<file path="src/rtl/phy_mem_ctrl.sv">
`default_nettype none
// ============================================================================
// Module   : phy_mem_ctrl
// Purpose  : Physical memory controller driving one asynchronous 32-bit SRAM.
//            Zero-wait combinational reads when READ_WAIT == 0, otherwise
//            multi-cycle latched reads. Writes are always multi-cycle with a
//            WRITE_CYCLES-long we_n pulse followed by one hold cycle.
// Revision : 1.0  initial release
// ============================================================================
module phy_mem_ctrl #(
  parameter int ADDR_WIDTH   = 20,
  parameter int READ_WAIT    = 0,
  parameter int WRITE_CYCLES = 2
) (
  input  logic                  clk,
  input  logic                  rst_n,
  input  logic [31:0]           i_mem_addr,
  input  logic [31:0]           i_mem_data_wr,
  input  logic                  i_mem_is_write,
  output logic [31:0]           o_mem_data_rd,
  output logic                  o_mem_busy,
  output logic [ADDR_WIDTH-1:0] o_sram_addr,
  input  logic [31:0]           i_sram_dq_i,
  output logic [31:0]           o_sram_dq_o,
  output logic                  o_sram_dq_oe,
  output logic                  o_sram_ce_n,
  output logic                  o_sram_oe_n,
  output logic                  o_sram_we_n
);

  localparam logic [3:0] c_READ_WAIT    = 4'(READ_WAIT);
  localparam logic [3:0] c_WRITE_CYCLES = 4'(WRITE_CYCLES);
  localparam bit         c_RD_COMB      = (READ_WAIT == 0);

  typedef enum logic [2:0] {
    ST_IDLE     = 3'd0,
    ST_RD_WAIT  = 3'd1,
    ST_RD_DONE  = 3'd2,
    ST_WR_PULSE = 3'd3,
    ST_WR_HOLD  = 3'd4
  } state_t;

  state_t                r_state;
  state_t                w_next_state;
  logic [3:0]            r_cnt;
  logic [31:0]           r_rd_data;
  logic [ADDR_WIDTH-1:0] r_addr;
  logic [31:0]           r_wdata;

  logic                  w_in_range;
  logic [ADDR_WIDTH-1:0] w_word;
  logic                  w_start_wr;
  logic                  w_start_rd;
  logic                  w_rd_capture;
  logic                  w_cnt_inc;
  logic                  w_unused_low_bits;

  // Byte-offset bits carry no meaning for word-aligned requests.
  assign w_unused_low_bits = ^i_mem_addr[1:0];
  // Any address bit above the SRAM word range makes the request out of range.
  assign w_in_range = ((i_mem_addr >> (ADDR_WIDTH + 2)) == 32'd0);
  assign w_word     = i_mem_addr[ADDR_WIDTH+1:2];

  // State register; reset abandons any access in flight.
  always_ff @(posedge clk or negedge rst_n) begin
    if (!rst_n) begin
      r_state <= ST_IDLE;
    end else begin
      r_state <= w_next_state;
    end
  end

  // Latched address/data, wait counter and registered read data.
  always_ff @(posedge clk or negedge rst_n) begin
    if (!rst_n) begin
      r_cnt     <= 4'd0;
      r_rd_data <= 32'd0;
      r_addr    <= '0;
      r_wdata   <= 32'd0;
    end else begin
      if (w_start_wr) begin
        r_addr  <= w_word;
        r_wdata <= i_mem_data_wr;
        r_cnt   <= 4'd1;
      end else if (w_start_rd) begin
        r_addr <= w_word;
        r_cnt  <= 4'd1;
      end else if (w_cnt_inc) begin
        r_cnt <= r_cnt + 4'd1;
      end
      if (w_rd_capture) begin
        r_rd_data <= i_sram_dq_i;
      end
    end
  end

  // Next-state and SRAM/host outputs; everything inactive while in reset.
  always_comb begin
    w_next_state  = r_state;
    w_start_wr    = 1'b0;
    w_start_rd    = 1'b0;
    w_rd_capture  = 1'b0;
    w_cnt_inc     = 1'b0;
    o_mem_busy    = 1'b0;
    o_mem_data_rd = 32'd0;
    o_sram_addr   = r_addr;
    o_sram_dq_o   = r_wdata;
    o_sram_dq_oe  = 1'b0;
    o_sram_ce_n   = 1'b1;
    o_sram_oe_n   = 1'b1;
    o_sram_we_n   = 1'b1;
    if (rst_n) begin
      case (r_state)
        ST_IDLE: begin
          o_sram_addr = w_word;
          if (w_in_range) begin
            if (i_mem_is_write) begin
              // Strobe cycle only latches; the SRAM stays deselected.
              o_mem_busy   = 1'b1;
              w_start_wr   = 1'b1;
              w_next_state = ST_WR_PULSE;
            end else if (c_RD_COMB) begin
              o_sram_ce_n   = 1'b0;
              o_sram_oe_n   = 1'b0;
              o_mem_data_rd = i_sram_dq_i;
            end else begin
              o_sram_ce_n  = 1'b0;
              o_sram_oe_n  = 1'b0;
              o_mem_busy   = 1'b1;
              w_start_rd   = 1'b1;
              w_next_state = ST_RD_WAIT;
            end
          end
        end
        ST_RD_WAIT: begin
          o_sram_ce_n = 1'b0;
          o_sram_oe_n = 1'b0;
          o_mem_busy  = 1'b1;
          if (r_cnt == c_READ_WAIT) begin
            w_rd_capture = 1'b1;
            w_next_state = ST_RD_DONE;
          end else begin
            w_cnt_inc = 1'b1;
          end
        end
        ST_RD_DONE: begin
          o_mem_data_rd = r_rd_data;
          w_next_state  = ST_IDLE;
        end
        ST_WR_PULSE: begin
          o_sram_ce_n  = 1'b0;
          o_sram_we_n  = 1'b0;
          o_sram_dq_oe = 1'b1;
          o_mem_busy   = 1'b1;
          if (r_cnt == c_WRITE_CYCLES) begin
            w_next_state = ST_WR_HOLD;
          end else begin
            w_cnt_inc = 1'b1;
          end
        end
        ST_WR_HOLD: begin
          // we_n has risen; keep the bus driven one more cycle for hold time.
          o_sram_ce_n  = 1'b0;
          o_sram_dq_oe = 1'b1;
          o_mem_busy   = 1'b1;
          w_next_state = ST_IDLE;
        end
        default: begin
          w_next_state = ST_IDLE;
        end
      endcase
    end
  end

endmodule
`default_nettype wire

</file>
<file path="config.mk">
export PLATFORM = sky130hd
export DESIGN_NAME = phy_mem_ctrl
export DESIGN_NICKNAME = d
export VERILOG_FILES = /design/src/rtl/phy_mem_ctrl.sv
export SDC_FILE = /design/constraint.sdc
export NUM_CORES = 1
export LEC_CHECK = 0
export CORE_UTILIZATION = 42
export CTS_CLUSTER_DIAMETER = 150
export DETAILED_ROUTE_END_ITERATION = 6
export PLACE_DENSITY = 0.86
export REMOVE_ABC_BUFFERS = 1
export SLEW_MARGIN = 20
export SYNTH_ARGS = -nofsm -noshare
export SYNTH_HDL_FRONTEND = slang
export SYNTH_SLANG_ARGS = --single-unit
</file>
<file path="constraint.sdc">
create_clock -name clk -period 2.5 [get_ports clk]
set_input_delay 0.5 -clock clk [delete_from_list [all_inputs] [get_ports clk]]
set_output_delay 0.5 -clock clk [all_outputs]
set_load 0.01 [all_outputs]
</file>
== After elaboration in Yosys (flattened, before gate mapping) ==
Index checks and enable logic that the tools add are counted.

* Bits in registers: 91
* Input bits: 99
* Word-level logic and storage cells: 58
* Output and inout bits: 89

* Reductions and logical operators: 7
* Add/sub/neg operators: 1
* Muxes and demuxes: 36
* Equal/unequal tests: 9

{| class="wikitable"
|+ Operator list
! operator !! number
|-
| two-way mux 32 bit || 3
|-
| case mux 32 bit (2 select lines) || 1
|-
| two-way mux 20 bit || 3
|-
| zero test 32 bit || 1
|-
| two-way mux 1 bit || 18
|-
| two-way mux 3 bit || 4
|-
| case mux 3 bit (3 select lines) || 1
|-
| two-way mux 4 bit || 2
|-
| inequality test 2 bit (second input constant) || 4
|-
| case mux 1 bit (2 select lines) || 4
|-
| equality test 3 x 2 -> 1 bit (second input constant) || 2
|-
| AND reduction 5 bit || 1
|-
| adder 4 x 1 -> 4 bit (second input constant) || 1
|-
| equality test 4 x 2 -> 1 bit (second input constant) || 1
|-
| zero test 4 bit || 1
|-
| equality test 3 x 1 -> 1 bit (second input constant) || 1
|-
| equality test 3 bit (second input constant) || 1
|-
| zero test 3 bit || 1
|-
| OR reduction 3 bit || 1
|-
| nonzero test 2 bit || 1
|-
| OR reduction 2 bit || 1
|}

== Depth between registers and ports, before layout ==
Gate-level depths: netlist (run 1).

* Depth in word-level cells: 6
* Gate-level depth with buffers: 7
* Mapped depth without buffers: 6

== Worst setup path before layout (run 1) ==
Ideal clock, no wire load.

* Path type: input to output
* Start point: input i_mem_addr[23]
* End point: output o_mem_data_rd[10]
* Data required time: 2.000 ns
* Path buffers: 1
* Cell stages on the path: 4
* Arrival time: 1.703 ns
* Slack: 0.297 ns
* Cells stage by stage: or4_1 > nor3_2 > buf_2 > a22o_1

* Word-level cells in the longest chain between the ends: 4

{| class="wikitable"
|+ Ends and longest elaborated chain
! what !! line !! RTL
|-
| start: declaration || 17 || <nowiki>input logic [31:0] i_mem_addr,</nowiki>
|-
| zero test 32 bit || 61 || <nowiki>assign w_in_range = ((i_mem_addr >> (ADDR_WIDTH + 2)) == 32'd0);</nowiki>
|-
| two-way mux 32 bit || 116 || <nowiki>if (w_in_range) begin</nowiki>
|-
| case mux 32 bit (2 select lines) || 113 || <nowiki>case (r_state)</nowiki>
|-
| two-way mux 32 bit || 112 || <nowiki>if (rst_n) begin</nowiki>
|-
| end: declaration || 20 || <nowiki>output logic [31:0] o_mem_data_rd,</nowiki>
|}

No other way between the ends.

== Worst setup path after layout (run 1) ==
* Start point: input i_mem_addr[22]
* End point: output o_mem_data_rd[11]

Same word-level chain as after synthesis.

==> results of run 1 <==
[stage by stage]
stage                     utilization, %  instance area [um^2]
after floorplan                        -                  4150
after global placement              64.5                  6330
after detailed placement            64.5                  6330
after CTS                           67.2                  6590
after global routing                68.1                  6690
final                               68.1                  6690
[sequential cells by signal, summed over array words and instances (netlist names)]
register / cells
r_cnt: 4
o_sram_dq_o: 32
r_addr: 20
r_state: 3
r_rd_data: 32
[synthesized netlist by cell type (2+ instances only)]
cell type	instances	area share, %
nand3_1	5	0.59
nand2_1	6	0.53
dfrtp_1	91	53
a22o_1	32	6.6
nand4_1	2	0.29
clkbuf_1	2	0.18
buf_2	15	1.8
mux2_2	92	24
nor3b_1	3	0.53
inv_1	3	0.26
a21boi_0	3	0.53
o21ai_0	5	0.59
mux2_1	4	1.1
buf_6	2	0.53
nor3_1	2	0.23
ha_1	3	0.88
mux2_4	10	3.5
nor2_1	4	0.35
a21oi_1	3	0.35
[logic make-up after synthesis]
| logic type | Yosys count | share of synthesized area, % |
|---|---|---|
| compound gates | 46 | 8.63 |
| simple gates | 35 | 5.26 |
| fa+ha+maj | 3 | 0.881 |
| mux | 106 | 28.9 |
| flops | 91 | 53.4 |
| buf+inv | 23 | 2.91 |
[timing repair]
| action | in CTS | in global routing |
|---|---|---|
| buffers inserted | 12 | 10 |
| hold buffers | 0 | 0 |
| gates cloned | 4 | 0 |
| pin swaps | 8 | 10 |
| endpoints found under the setup margin | 55 | 55 |
| gates resized for setup | 216 | 55 |
[report_power, final]
group | total, W | internal [W] | switching (W)
combinational | 0.00129 | 0.000774 | 0.000514
clock | 0.00101 | 0.000470 | 0.000537
sequential | 0.00196 | 0.00178 | 0.000177
total | 0.00425 | 0.00302 | 0.00123
[cell type report]
class | instances | area, um^2
clock buffers | 9 | 124
clock inverters | 7 | 73.8
fillers | 745 | 3130
inverters | 3 | 11.3
multi-input cells | 190 | 1940
flip-flops and latches | 91 | 2280
well taps | 133 | 166
repair buffers | 223 | 2090
[critical path: cells and delay by family]
kind            cells  cell delay (ns)
compound gates      1             0.15
simple gates        2             0.76
buf+inv             5             0.65
[per-layer routing]
layer  up-vias  part of all wire [%]  global-route usage [%]  wire length, um
li1       1558                     -                       -                -
met1      1655                    40                    24.0             4500
met2       133                    50                    36.6             5660
met3        20                   7.7                    6.37              872
met4         0                   2.1                    7.80              232
met5         -                     0                       0                0
[how the worst max path moves through the flow]
stage	end	cells after the start	start	slack, ns
after CTS	o_mem_data_rd[9]	10	r_state[2]$_DFFE_PN0P_	-0.21
after detailed placement	o_mem_data_rd[11]	6	i_mem_addr[23]	-0.69
after floorplan	r_addr[1]$_DFFE_PN0P_	3	r_state[0]$_DFFE_PN0P_	-1.88
after global routing	o_mem_data_rd[12]	9	r_state[2]$_DFFE_PN0P_	-0.20
after global placement	o_mem_data_rd[31]	6	i_mem_addr[23]	-0.63
final	o_mem_data_rd[11]	8	i_mem_addr[22]	-0.08
==> impl_metrics.tcl, run 1 <==
set metrics [dict create \
    antenna_left 0 \
    critical_path_arrival_ns 2.08 \
    remaining_drc_errors 0 \
    fin_cells 656 \
    layout.nets 620 \
    p_per_area_nw_per_um2 636 \
    area_growth_syn_to_layout_pct 57.0 \
    dp_cells 618 \
    ys_warn_count 0 \
    dieArea_um2 10600 \
    cts_buffers 9 \
    end_kind "primary output" \
    initial_core_util_pct 43.4 \
    hold_violations 0 \
    placementRows 36 \
    status "finished, violations left" \
    r2r-start "r_state[2]$_DFFE_PN0P_" \
    tightest_slew_ns 0.829 \
    cts_root_buffer "clkbuf_8" \
    layout_commonest_cell "clkdlybuf4s50_1" \
    post-route-period-util_pct 103 \
    async_reset_ff_share_pct 100 \
    max_freq_mhz 388 \
    violations "setup timing" \
    critPathMaxStageDelay_ns 0.54 \
    crit_type "primary input to primary output" \
    netlist_instances 304 \
    syn_avg_cell_area_um2 14.0 \
    cts.sinks 91 \
    routed_wl_mm 11.3 \
    reg2regPathDepth 8 \
    avgViaCountPerCell 5.13 \
    whs_ns 0.149 \
    dr.pass1.iters 4 \
    layout-drive-gt1-share_pct 41.9 \
    dpl.hpwl_mm 7.36 \
    critPathMaxFanout 8 \
    synth_ff_type "dfrtp_1" \
    maxCapViolCount 0 \
    num_io_pins 188 \
    relSlewSlack_pct 44.8 \
    vias 3366 \
    synth_edf_count 0 \
    rrSetupSlack_ns 0.42 \
    rsz0062_at_grt "yes" \
    antennaDiodeCount 0 \
    cpMaxStageDelayCell "or4_4" \
    finalWorstSetupSlack_ns -0.0791 \
    finalSetupViolations 41 \
    clockBufferDepth 2 \
    die_w_um 103 \
    finalPower_w 0.00425 \
    wl_per_cell_um 17.2 \
    period_needed_ns 2.58 \
    final_cell_mix "clkdlybuf4s50_1 (121), dfrtp_1 (91), mux2_2 (83)" \
    port_buffers 185 \
    clk_latency_ns 0.35 \
    r2r_end "o_sram_dq_o[28]$_DFFE_PN0P_" \
    fp.dieH_um 103 \
    htreeDepth 3 \
    synth-seq-area-share_pct 53.4 \
    finalClockSkew_ns 0.00927 \
    place_congestion 0.842 \
    synth.cell_area_um2 4260 \
    clk_pin_slew_worst_paths_ns 0.09 \
    overflow 0 \
    track_usage_pct 20.9 \
    grt_pass1_vias 3481 \
    cp_cell_sequence "clkdlybuf4s15_1, or4_4, nor3_4, buf_12, buf_8, buf_16, a22o_1, buf_6" \
    min_path_type "primary input to async pin" \
    worstSetupStartpointType "primary input" \
    synth-seq-cells 91 \
    core_um2 9820 \
    grt_max_degree 66 \
    cts_tree "built" \
    p_leak_nw 3.22 \
    crit_required_ns 2.00 \
    dp_slack_ns -0.689 \
    ir_drop_v 0.000299 \
    antenna_found_initial 0 \
    ys_types 36 \
    finalSetupTns_ns -2.19 \
    grt_pass1_wl_mm 16.5 \
    drtIter0Drc 100 \
    drv_slew 0 \
]
Power figures use the tool's default switching activity.
==> inputs of run 2 (changes only) <==
Settings changed: CAP_MARGIN set to 15.
==> results of run 2 <==
The final DEF is identical to that of run 1; final timing and power are the same.
